[config.mk]
export PLATFORM = sky130hd
export DESIGN_NAME = lcd_frame_sequencer
export DESIGN_NICKNAME = d
export VERILOG_FILES = /design/src/rtl/lcd_frame_sequencer.sv
export SDC_FILE = /design/constraint.sdc
export NUM_CORES = 1
export LEC_CHECK = 0
export ABC_AREA = 1
export BUFFER_PORTS_ARGS = -buffer_cell sky130_fd_sc_hd__buf_4
export CORE_MARGIN = 2
export CORE_UTILIZATION = 39
export DETAILED_ROUTE_END_ITERATION = 8
export SYNTH_ARGS = -nofsm -noshare
export SYNTH_HDL_FRONTEND = slang
export SYNTH_SLANG_ARGS = --single-unit
[constraint.sdc]
create_clock -name clk -period 1.4 [get_ports clk]
set_input_delay 0.07 -clock clk [delete_from_list [all_inputs] [get_ports clk]]
set_output_delay 0.07 -clock clk [all_outputs]
set_load 0.005 [all_outputs]
[src/rtl/lcd_frame_sequencer.sv]
// Sequences the LCD init command, then per-row address/refresh pairs, with an
// inter-frame gap, freeze hold and wait-timeout recovery.
module lcd_frame_sequencer #(
  parameter int NUM_ROWS    = 2,
  parameter int TIMEOUT_CYC = 1000,
  parameter int GAP_CYC     = 16
) (
  input  logic clk,
  input  logic rst,
  input  logic lcd_finish,
  input  logic freeze,
  output logic lcd_enable,
  output logic mode,
  output logic reg_sel,
  output logic DB_sel,
  output logic data_sel,
  output logic [((NUM_ROWS > 1) ? $clog2(NUM_ROWS) : 1)-1:0] row_addr,
  output logic frame_done,
  output logic timeout_err,
  output logic [7:0] err_cnt
);

  localparam int RW = (NUM_ROWS > 1) ? $clog2(NUM_ROWS) : 1;
  localparam int WW = $clog2(TIMEOUT_CYC);
  localparam int GW = (GAP_CYC > 1) ? $clog2(GAP_CYC) : 1;

  typedef enum logic [2:0] {
    IDLE,
    INIT_ISS,
    INIT_WAIT,
    ADDR_ISS,
    ADDR_WAIT,
    REF_ISS,
    REF_WAIT,
    GAP
  } state_t;

  state_t        state, state_n;
  logic [WW-1:0] wait_cnt, wait_n;
  logic [GW-1:0] gap_cnt, gap_n;
  logic [RW-1:0] row_n;
  logic [7:0]    err_n;
  logic          done_n, terr_n;
  logic          in_wait;

  always_ff @(posedge clk) begin
    if (rst) begin
      state       <= IDLE;
      wait_cnt    <= '0;
      gap_cnt     <= '0;
      row_addr    <= '0;
      err_cnt     <= '0;
      frame_done  <= 1'b0;
      timeout_err <= 1'b0;
    end else begin
      state       <= state_n;
      wait_cnt    <= wait_n;
      gap_cnt     <= gap_n;
      row_addr    <= row_n;
      err_cnt     <= err_n;
      frame_done  <= done_n;
      timeout_err <= terr_n;
    end
  end

  always_comb begin
    state_n = state;
    wait_n  = wait_cnt;
    gap_n   = gap_cnt;
    row_n   = row_addr;
    err_n   = err_cnt;
    done_n  = 1'b0;
    terr_n  = 1'b0;
    in_wait = (state == INIT_WAIT) || (state == ADDR_WAIT) || (state == REF_WAIT);

    case (state)
      IDLE:     state_n = INIT_ISS;
      INIT_ISS: begin
        state_n = INIT_WAIT;
        wait_n  = '0;
      end
      INIT_WAIT: if (lcd_finish) begin
        state_n = ADDR_ISS;
        row_n   = '0;
      end
      ADDR_ISS: begin
        state_n = ADDR_WAIT;
        wait_n  = '0;
      end
      ADDR_WAIT: if (lcd_finish) state_n = REF_ISS;
      REF_ISS: begin
        state_n = REF_WAIT;
        wait_n  = '0;
      end
      REF_WAIT: if (lcd_finish) begin
        if (row_addr == RW'(NUM_ROWS - 1)) begin
          done_n = 1'b1;
          row_n  = '0;
          if (GAP_CYC == 0) begin
            state_n = ADDR_ISS;
          end else begin
            state_n = GAP;
            gap_n   = '0;
          end
        end else begin
          row_n   = row_addr + RW'(1);
          state_n = ADDR_ISS;
        end
      end
      GAP: begin
        // At expiry the count is held, so freeze simply parks the FSM here.
        if (gap_cnt == GW'(GAP_CYC - 1)) begin
          if (!freeze) state_n = ADDR_ISS;
        end else begin
          gap_n = gap_cnt + GW'(1);
        end
      end
      default:  state_n = IDLE;
    endcase

    // lcd_finish on the final wait cycle takes precedence over the timeout.
    if (in_wait && !lcd_finish) begin
      if (wait_cnt == WW'(TIMEOUT_CYC - 1)) begin
        terr_n  = 1'b1;
        row_n   = '0;
        state_n = INIT_ISS;
        if (err_cnt != 8'hFF) err_n = err_cnt + 8'd1;
      end else begin
        wait_n = wait_cnt + WW'(1);
      end
    end
  end

  always_comb begin
    lcd_enable = 1'b0;
    mode       = 1'b1;
    reg_sel    = 1'b0;
    DB_sel     = 1'b1;
    data_sel   = 1'b0;
    case (state)
      INIT_ISS:  lcd_enable = 1'b1;
      ADDR_ISS: begin
        lcd_enable = 1'b1;
        DB_sel     = 1'b0;
      end
      ADDR_WAIT: DB_sel = 1'b0;
      REF_ISS: begin
        lcd_enable = 1'b1;
        mode       = 1'b0;
        reg_sel    = 1'b1;
        data_sel   = 1'b1;
      end
      REF_WAIT: begin
        mode     = 1'b0;
        reg_sel  = 1'b1;
        data_sel = 1'b1;
      end
      default: ;
    endcase
  end

endmodule

==> metrics.txt <==
CTS tree built; initial core utilization 41.1%; maximum vdd ir drop 464 uV; Setup Skew roughly 0.0083 ns; PD cells 759 mW/mm^2; largest net degree at the start of global routing 16; Vias between 1500 and 2000; Clock Tree Root clkbuf_8; Startpoint Class register; die height 66.6 microns; post-layout util 53.4%; Syn Area/Cell slightly below 7 sq um; Post-synth EDFFs 0; Worst-Margin Slew 0.308 ns; Design Power 0.00151 W; GPL Wtd Cong 0.825; clk buf depth 2; main flop type after synthesis dfxtp_1; Avg WL per Cell between 10 and 15 microns; CP Class reg2out; MaxCap Viol Count 0; final count of hold timing violations 0; Sink Count 28; most common cell after layout, fill and taps aside nand2_1; Total Routing Usage GR 16.7%; min Tclk post-route between 1 and 1.5 ns; CP max-delay cell dfxtp_2; sequential cell area 571 sq um; most frequent cells in the layout nand2_1 (52), buf_4 (34), inv_1 (23); initial antenna violation count 0; Placeable Area around 0.0037 sq mm; Final period util 95.5%; area of the mapped netlist 0.00153 sq mm; vias per cell 4.87; CTS Buf Count 3; io pins 20; area of the multi-input gates 911 sq um; Nets between 200 and 300; H-tree levels 1; layout cells sized above 1 29.0%; Area Overhead vs Synth 29.9%; FF+latch count, synth 28; CTS Hold Bufs 0; Worst path top cell family by delay flip-flops; 1st-pass router iterations 4; Max Fclk 748 MHz; final slew viol count 0; global route overflow 0; Rel. slew slack between 70% and 80%; register area share after synthesis between 30 and 40%; count of cell types in the netlist 24; crit path cell chain buf_6 > nor2_4 > nor2_1 > inv_1 > nor2_2 > inv_1 > buf_6; # rows 22; filler cell count in the final layout approximately 370; Die W approximately 67 microns; Post-synth ARST share 0%; vias in the first global route approximately 1300; Port Buffers 19; Static Leak approximately 0.83 nW; Setup crit end kind output pin; status finished, final reports clean; RSZ-0062 raised after global routing yes; Final ANT Viol Nets 0; WP buf/inv 4; synth warn 0; CTS clk-pin slew, worst paths 0.10 ns; Crit Path Max Fanout 4; crit-path max cell delay 0.37 ns; Net Count, Synth 233; Synth Instances 225; ANT cells 0; DIE AREA 0.00443 sq mm; Post-Route WL 3390 microns; first-pass GRT wire length 5690 microns; Setup Viol. Count Final 0; clock latency reported for the late side of the worst-skew pair ~0.28 ns; remaining routing DRC violations 0; initial DRC count 73; crit path DAT 1.27 ns; Worst Path Required about 1.3 ns; HPWL Detailed 2570 microns; Worst Hold Class in2reg
==> through the flow <==
stage / setup TNS (ns) / hold WS [ns] / cell area [sq um] / setup WS, ns / instances
after floorplan: 0 / 0.139 / 1530 / 0.0507 / 225
after global placement: 0 / 0.377 / 1830 / 0.0410 / 305
after detailed placement: 0 / 0.370 / 1830 / 0.0314 / 305
after CTS: 0 / 0.0734 / 1890 / 0.0271 / 309
after global routing: -0.0523 / 0.0755 / 1980 / -0.0273 / 310
final: 0 / 0.0704 / 1980 / 0.0627 / 310
==> layout make-up <==
class / instances / area share [%]
inverter: 29 / 5.49
tap: 48 / 3.03
sequential: 28 / 28.8
timing repair buffer: 36 / 14.0
clock buffer: 4 / 2.78
multi-input combinational: 165 / 45.9
==> layer usage <==
metal / up-vias / GRT usage (%) / wire length (microns)
met4: 0 / 8.16 / 60
met2: 26 / 26.5 / 1560
met1: 673 / 22.2 / 1640
met5: - / 0 / 0
met3: 4 / 2.03 / 134
li1: 807 / - / -
==> synthesized netlist by cell type (4+ instances only) <==
cell type	count	area, sq um
nand4_1	6	37.5
nand2_1	53	199
inv_2	5	18.8
nor3_1	5	25.0
nand3_1	20	100
o21ai_0	12	60.1
dfxtp_1	28	561
a21oi_1	16	80.1
xor2_1	7	61.3
nor2_1	30	113
inv_1	23	86.3
nand2_2	4	25.0
ha_1	4	50.1
==> cell families (layout without fill, tap and decap cells) <==
group	Yosys count	in the layout	share of synthesized area, %
simple gates	121	121	35.6
compound gates	32	32	11.5
buf+inv	32	69	8.36
flops	28	28	36.7
xor+xnor	8	8	4.59
fa+ha+maj	4	4	3.28
==> registers in the layout (all words and copies together), names as in the netlist <==
signal       count
row_addr         1
gap_cnt          4
wait_cnt        10
timeout_err      1
err_cnt          8
frame_done       1
state            3
==> worst paths after layout <==
path / end / depth (start not counted) / startpoint / slack, ns
setup / recovery: mode / 7 / state[0]$_SDFF_PP0_ / 0.06
hold reg to reg: wait_cnt[1]$_SDFF_PP0_ / 2 / wait_cnt[1]$_SDFF_PP0_ / 0.49
setup reg to reg: wait_cnt[6]$_SDFF_PP0_ / 8 / wait_cnt[6]$_SDFF_PP0_ / 0.07
hold / removal: err_cnt[4]$_SDFFE_PP0P_ / 2 / rst / 0.07
==> repair_timing <==
item                                    in CTS  in global routing
buffers inserted                             0                  1
endpoints found under the setup margin       4                 18
resized for setup                            2                 28
pin swaps                                    0                  9
endpoints found under the hold margin        0                  0
==> where the power goes <==
group	total [W]	switching, W	internal [W]
sequential	0.000826	0.0000160	0.000810
clock	0.000504	0.000252	0.000252
combinational	0.000176	0.000104	0.0000713
total	0.00151	0.000372	0.00113
Note: power is estimated with default switching activity, not from simulation.
